<file path="config.mk">
export PLATFORM = sky130hd
export DESIGN_NAME = mem_arbiter
export DESIGN_NICKNAME = d
export VERILOG_FILES = /design/src/rtl/mem_arbiter.sv
export SDC_FILE = /design/constraint.sdc
export NUM_CORES = 1
export LEC_CHECK = 0
export CELL_PAD_IN_SITES_DETAIL_PLACEMENT = 0
export CELL_PAD_IN_SITES_GLOBAL_PLACEMENT = 1
export CORE_ASPECT_RATIO = 0.75
export CORE_UTILIZATION = 27
export CTS_CLUSTER_DIAMETER = 200
export DETAILED_ROUTE_END_ITERATION = 8
export HOLD_SLACK_MARGIN = 0.02
export PLACE_DENSITY_LB_ADDON = 0.1
export SLEW_MARGIN = 25
export SYNTH_ARGS = -nofsm -noshare
export SYNTH_HDL_FRONTEND = slang
export SYNTH_SLANG_ARGS = --single-unit
</file>
<file path="constraint.sdc">
create_clock -name clk -period 1.9 [get_ports clk]
set_input_delay 0.38 -clock clk [delete_from_list [all_inputs] [get_ports clk]]
set_output_delay 0.38 -clock clk [all_outputs]
set_load 0.02 [all_outputs]
</file>
<file path="src/rtl/mem_arbiter.sv">
// Two-port (I-cache / D-cache) to single-memory arbiter with round-robin grant,
// registered outputs and a per-access BUSY timeout that returns ERR_DATA.
module mem_arbiter #(
  parameter int unsigned TIMEOUT  = 255,
  parameter logic [31:0] ERR_DATA = 32'hDEADBEEF
) (
  input  logic        clk,
  input  logic        rst,
  input  logic [31:0] ic_req_addr,
  input  logic        ic_req_valid,
  input  logic        ic_req_wr,
  input  logic [31:0] ic_wr_data,
  output logic [31:0] ic_rsp_data,
  output logic        ic_rsp_ready,
  input  logic [31:0] dc_req_addr,
  input  logic        dc_req_valid,
  input  logic        dc_req_wr,
  input  logic [31:0] dc_wr_data,
  output logic [31:0] dc_rsp_data,
  output logic        dc_rsp_ready,
  output logic [31:0] mem_req_addr,
  output logic [31:0] mem_wr_data,
  output logic        mem_req_valid,
  output logic        mem_req_wr,
  input  logic [31:0] mem_req_data,
  input  logic        mem_req_ready,
  output logic        mem_err,
  output logic        grant_id
);

  typedef enum logic [1:0] {StIdle, StBusy, StResp} state_e;

  // Abort fires at the end of the TIMEOUT-th BUSY cycle without ready.
  localparam logic [15:0] TimeoutLast = 16'(TIMEOUT - 1);

  state_e      state_q, state_d;
  logic [15:0] cnt_q, cnt_d;
  logic [31:0] mem_req_addr_q, mem_req_addr_d;
  logic [31:0] mem_wr_data_q, mem_wr_data_d;
  logic        mem_req_valid_q, mem_req_valid_d;
  logic        mem_req_wr_q, mem_req_wr_d;
  logic [31:0] ic_rsp_data_q, ic_rsp_data_d;
  logic [31:0] dc_rsp_data_q, dc_rsp_data_d;
  logic        ic_rsp_ready_q, ic_rsp_ready_d;
  logic        dc_rsp_ready_q, dc_rsp_ready_d;
  logic        mem_err_q, mem_err_d;
  logic        grant_q, grant_d;
  logic        last_grant_q, last_grant_d;
  logic        winner;

  // On a tie the requester that did not win last time takes the grant.
  assign winner = (ic_req_valid && dc_req_valid) ? ~last_grant_q : dc_req_valid;

  always_comb begin
    state_d         = state_q;
    cnt_d           = cnt_q;
    mem_req_addr_d  = mem_req_addr_q;
    mem_wr_data_d   = mem_wr_data_q;
    mem_req_valid_d = mem_req_valid_q;
    mem_req_wr_d    = mem_req_wr_q;
    ic_rsp_data_d   = ic_rsp_data_q;
    dc_rsp_data_d   = dc_rsp_data_q;
    ic_rsp_ready_d  = 1'b0;
    dc_rsp_ready_d  = 1'b0;
    mem_err_d       = mem_err_q;
    grant_d         = grant_q;
    last_grant_d    = last_grant_q;
    unique case (state_q)
      StIdle: begin
        if (ic_req_valid || dc_req_valid) begin
          grant_d         = winner;
          last_grant_d    = winner;
          mem_req_addr_d  = winner ? dc_req_addr : ic_req_addr;
          mem_wr_data_d   = winner ? dc_wr_data : ic_wr_data;
          mem_req_wr_d    = winner ? dc_req_wr : ic_req_wr;
          mem_req_valid_d = 1'b1;
          cnt_d           = '0;
          state_d         = StBusy;
        end
      end
      StBusy: begin
        if (mem_req_ready || cnt_q == TimeoutLast) begin
          mem_req_valid_d = 1'b0;
          state_d         = StResp;
          if (grant_q) begin
            dc_rsp_data_d  = mem_req_ready ? mem_req_data : ERR_DATA;
            dc_rsp_ready_d = 1'b1;
          end else begin
            ic_rsp_data_d  = mem_req_ready ? mem_req_data : ERR_DATA;
            ic_rsp_ready_d = 1'b1;
          end
          if (!mem_req_ready) mem_err_d = 1'b1;
        end else begin
          cnt_d = cnt_q + 16'd1;
        end
      end
      StResp: state_d = StIdle;
      default: state_d = StIdle;
    endcase
  end

  always_ff @(posedge clk) begin
    if (rst) begin
      state_q         <= StIdle;
      cnt_q           <= '0;
      mem_req_addr_q  <= '0;
      mem_wr_data_q   <= '0;
      mem_req_valid_q <= 1'b0;
      mem_req_wr_q    <= 1'b0;
      ic_rsp_data_q   <= '0;
      dc_rsp_data_q   <= '0;
      ic_rsp_ready_q  <= 1'b0;
      dc_rsp_ready_q  <= 1'b0;
      mem_err_q       <= 1'b0;
      grant_q         <= 1'b0;
      last_grant_q    <= 1'b1;
    end else begin
      state_q         <= state_d;
      cnt_q           <= cnt_d;
      mem_req_addr_q  <= mem_req_addr_d;
      mem_wr_data_q   <= mem_wr_data_d;
      mem_req_valid_q <= mem_req_valid_d;
      mem_req_wr_q    <= mem_req_wr_d;
      ic_rsp_data_q   <= ic_rsp_data_d;
      dc_rsp_data_q   <= dc_rsp_data_d;
      ic_rsp_ready_q  <= ic_rsp_ready_d;
      dc_rsp_ready_q  <= dc_rsp_ready_d;
      mem_err_q       <= mem_err_d;
      grant_q         <= grant_d;
      last_grant_q    <= last_grant_d;
    end
  end

  assign mem_req_addr  = mem_req_addr_q;
  assign mem_wr_data   = mem_wr_data_q;
  assign mem_req_valid = mem_req_valid_q;
  assign mem_req_wr    = mem_req_wr_q;
  assign ic_rsp_data   = ic_rsp_data_q;
  assign dc_rsp_data   = dc_rsp_data_q;
  assign ic_rsp_ready  = ic_rsp_ready_q;
  assign dc_rsp_ready  = dc_rsp_ready_q;
  assign mem_err       = mem_err_q;
  assign grant_id      = grant_q;

endmodule
</file>
### Word level (Yosys, flattened, before mapping)

Index checks and enable logic that the tools add are counted.

| cells by class | value |
|---|---|
| $add $sub $neg | 1 |
| equality and inequality tests | 5 |
| multiplexer cells | 16 |
| bitwise logic cells | 5 |
| reduce and logical (&&, ||, !) cells | 13 |

Operators by type and width:

| operator | number |
|---|---|
| $mux W32 | 3 |
| $mux W16 | 2 |
| $pmux W16 S2 | 1 |
| $add A16 B1 Y16 const B | 1 |
| $eq A16 B8 Y1 const B | 1 |
| $reduce_and A3 Y1 | 5 |
| $mux W1 | 6 |
| $ne A2 B2 Y1 const B | 3 |
| $not A1 Y1 | 5 |
| $mux W2 | 2 |
| $pmux W2 S2 | 1 |
| $reduce_and A2 Y1 | 2 |
| $reduce_or A3 Y1 | 1 |
| $eq A2 B1 Y1 const B | 1 |
| $logic_not A2 Y1 | 1 |
| $logic_or A1 B1 Y1 | 2 |
| $pmux W1 S2 | 1 |
| $reduce_bool A2 Y1 | 1 |
| $logic_and A1 B1 Y1 | 1 |

| storage, ports and cells | value |
|---|---|
| bits in registers | 153 |
| bits of input ports | 167 |
| output and inout port bits | 134 |
| logic and storage cells | 53 |

### Logic depth before layout (Yosys ltp)

| depth | value |
|---|---|
| depth after elaboration | 4 |
| mapped depth | 8 |
| gate-level depth less buffers | 7 |

### Least setup slack after synthesis

No wires, ideal clock.

| timing path | value |
|---|---|
| kind | register to register |
| start | register cnt_q[9] |
| end | register dc_rsp_data_q[14], in the netlist dc_rsp_data[14] |
| setup time | 0.128 ns |
| data arrival time | 1.714 ns |
| required time | 1.772 ns |
| setup slack | 0.058 ns |
| cell stages (with the launch flop) | 7 |
| path buffers | 1 |
| period minus slack after synthesis | 1.842 ns |
| cells stage by stage | dfxtp_1 -> or4_4 -> nor4_4 -> buf_6 -> o211ai_2 -> a22oi_1 -> nor2_1 |

| between the ends | value |
|---|---|
| longest elaborated chain between the ends | 3 |

RTL lines:

| item | RTL line | source |
|---|---|---|
| start: declaration | 37 | `logic [15:0] cnt_q, cnt_d;` |
| start signal: assignment | 119 | `cnt_q <= cnt_d;` |
| $eq A16 B8 Y1 | 82 | `if (mem_req_ready \|\| cnt_q == TimeoutLast) begin` |
| $logic_or A1 B1 Y1 | 82 |  |
| $reduce_and A3 Y1 (no source line) | -- |  |
| end signal: assignment | 125 | `dc_rsp_data_q <= dc_rsp_data_d;` |
| end: declaration | 43 | `logic [31:0] dc_rsp_data_q, dc_rsp_data_d;` |

Every way passes these cells.
A chain may end at the register's enable or synchronous reset.

### Worst setup path after layout

| timing path | value |
|---|---|
| start | register cnt_q[15] |
| end | register dc_rsp_data_q[3], in the netlist dc_rsp_data[3] |

The elaborated chain is that of the path after synthesis.

==> run_results.csv <==
group,metric,value,unit
worst_setup_path,cp_max_fo,11,
synthesis,synth_nets,774,
worst_setup_path,start_kind,"register",
worst_setup_path,path_cells,"or4_4 -> nor4_4 -> buf_6 -> o211a_4 -> buf_12 -> o221a_2",
route,ant_nets,0,
sta,fmaxAchievable,0.5317,GHz
clock_network,cts_hold_buf,0,
synthesis,synth_cell_types,48,
die,num_rows,47,
synthesis,synth_area_leaders,"dfxtp_1 (50%), mux2i_1 (11%), o221a_2 (8.4%)",
clock_network,cts_tree,"yes",
worst_setup_path,crit_path_top_delay_cell,"or4_4",
route,drc,0,
worst_hold_path,hold_class,"in -> reg",
worst_setup_path,critPathTopFamily,"simple AND/OR/NAND/NOR gates",
worst_setup_path,cp_slowest_stage_delay,0.55,ns
clock_network,clockRootBuffer,"clkbuf_16",
die,die_y,132.6,um
sta,tightest_slew,0.4853,ns
sta,min_period,1.881,ns
sta,slew_headroom,67.65,%
worst_setup_path,cp_num_buf_inv,2,
synthesis,synth_cells,605,
synthesis,synthTopCellsByCount,"dfxtp_1 (153), nor2_1 (100), a211oi_1 (65), mux2i_1 (65), o221a_2 (46)",
worst_setup_path,cp.arrival,2.24,ns
cells_and_area,area_growth,73.38,%
cells_and_area,fin_util,48.02,%
worst_setup_path,cp.required,2.26,ns
cells_and_area,diodes,0,
placed_design,place_hpwl,15.79,mm
sta,period_share,98.99,%
sta,hold_violations,0,
sta,setup_violations,0,
sta,rsz0062_at_grt,"true",
route,firstDrtPassIters,5,
route,routedWlPerCell,17.08,um
synthesis,ys_seq_elements,153,
worst_setup_path,worst_setup_path_end_kind,"register",
placed_design,post-place-cells,1209,
synthesis,yosys.area.top_type_share,49.89,%
placed_design,gp_congestion,0.8419,
synthesis,yosysMostFrequentCell,"dfxtp_1",
clock_network,cts.htree.levels,4,
pwr,power.leakage,0.003990,uW
global_routing,grt_usage,18.10,%
clock_network,cts.sinks,153,
synthesis,yosys_most_used_dff,"dfxtp_1",
route,vias,6028,
synthesis,syn_avg_cell_area,10.15,um^2
status,status,"finished, final reports clean",
route,first_iter_violations,315,
flow_run,maxCapViolations,0,
synthesis,syn_area,6140,um^2
sta,finClkSkew,0.01734,ns
cells_and_area,drive_gt1_share,17.79,%
die,die_w,176.1,um
pwr,irDropWorstVdd,0.5413,mV
clock_network,clk_path_buf_depth,2,
synthesis,ys_warn_count,0,
pwr,p_per_area,843.8,nW/um^2
sta,tns,0,ns
die,core-area,22170,um^2
synthesis,ys_async_sr_fraction,0,%
global_routing,grt_max_degree,93,
die,die-area,23350,um^2
cells_and_area,nets,1106,
global_routing,grt_pass1_wl,33.00,mm
synthesis,synth_top_cell_by_area,"dfxtp_1",
sta,drv_slew,0,
global_routing,first_global_vias,6080,
global_routing,gr-total-overflow,0,
cells_and_area,layout.cells.non_filler,1244,
route,post_drt_via_cell_ratio,4.846,
synthesis,synth_seq_area_share,49.89,%
synthesis,synth-edff-count,0,
worst_setup_path,path_class,"reg -> reg",
clock_network,clk_latency,0.42,ns
die,start_util,27.69,%
route,routed_wl,21.25,mm
global_routing,antenna_found_initial,0,
clock_network,numCtsBuffers,17,
clock_network,path_clk_slew,0.07,ns
die,ios,301,
placed_design,numPortBuffers,300,
==> flip-flops by register name (all words and copies together) (netlist names) <==
name and count:
dc_rsp_ready 1, mem_req_valid 1, ic_rsp_ready 1, state_q 2
mem_req_wr 1, ic_rsp_data 32, last_grant_q 1, mem_err 1
cnt_q 16, mem_wr_data 32, dc_rsp_data 32, mem_req_addr 32
grant_id 1
==> final cells by class <==
type	instances	area (um^2)
clock buffer	17	425.4
clock inverter	15	150.1
fill	2002	11520
inverter	5	18.77
multi-input combinational	396	2917
sequential	153	3067
tap	294	367.9
timing repair buffer	364	3700
==> what timing repair did <==
| item | 4_1_cts | 5_1_grt |
|---|---|---|
| pin swaps | 1 | 4 |
| endpoints found under the setup margin | 56 | 68 |
| gates cloned | 1 | 1 |
| gates resized for setup | 3 | 16 |
| setup buffers | 1 | 0 |
==> placed cells by master, fill, tap and decap left out, types with 2 or more instances in the layout <==
cell               n
buf_12            16
a211oi_1          65
o221a_2           46
nor4_1             2
inv_8              3
o21ai_0           13
nand3_1           12
nand2b_1           2
nor3_1             6
a31oi_1            7
a22oi_1           14
a21oi_1            5
nor3_2             2
buf_4             46
inv_1              4
inv_6              7
dfxtp_2            3
clkinvlp_4         2
nand4_1            2
clkinv_2           2
clkbuf_16         18
or3_1              2
mux2i_1           65
and3_1             5
o21ai_2            2
nand2_1           12
a22oi_2            3
a41oi_2            2
clkdlybuf4s50_1  299
nor2_1           100
dfxtp_1          150
ha_1               2
o31ai_1            5
==> worst reg2reg max path, stage by stage (launching register included) <==
cell and delay, ns:
dfxtp_2 0.33, or4_4 0.55, nor4_4 0.23, buf_6 0.18, o211a_4 0.20, buf_12 0.14
o221a_2 0.19
==> where the power goes <==
group	switching [uW]	internal, uW	leakage (uW)
registers	125	3440	0.00126
logic	965	1100	0.00245
clock network	1490	1860	0.000282
==> cell families (layout without fill, tap and decap cells) <==
family          Yosys count  count (layout)  share of synthesized area (%)
mux                      65              65                          10.60
xor+xnor                  1               1                         0.1427
simple gates            155             155                          11.21
flops                   153             153                          49.89
buf+inv                  56             401                          4.055
compound gates          173             173                          23.70
fa+ha+maj                 2               2                         0.4075
==> metal layers <==
metal,GRT usage (%),vias up,wire length [um]
met2,29.64,181,10280
met1,22.34,2881,9137
met3,6.408,10,1631
li1,-,2956,-
met5,0,-,0
met4,4.976,0,202
==> stage by stage <==
step | worst slack [ns] | area (um^2) | hold slack [ns] | total power [uW]
after floorplan | 0.05801 | 6140 | 0.4391 | 4515
after global placement | -0.07232 | 9952 | 0.4585 | 5673
after detailed placement | -0.1410 | 9952 | 0.4716 | 5689
after CTS | -0.01070 | 10560 | 0.4137 | 9109
after global routing | -0.04641 | 10650 | 0.4379 | 9423
final | 0.01920 | 10650 | 0.4164 | 8983
==> final timing paths <==
check | cells after the start | slack, ns | startpoint | to
setup / recovery | 6 | 0.02 | cnt_q[15]$_SDFFE_PP0P_ | dc_rsp_data[3]$_SDFFE_PP0P_
hold / removal | 4 | 0.42 | rst | last_grant_q$_SDFFE_PP1P_
setup reg to reg | 6 | 0.02 | cnt_q[15]$_SDFFE_PP0P_ | dc_rsp_data[3]$_SDFFE_PP0P_
hold reg to reg | 2 | 0.48 | mem_err$_SDFFE_PP0P_ | mem_err$_SDFFE_PP0P_
Power figures use the tool's default switching activity.
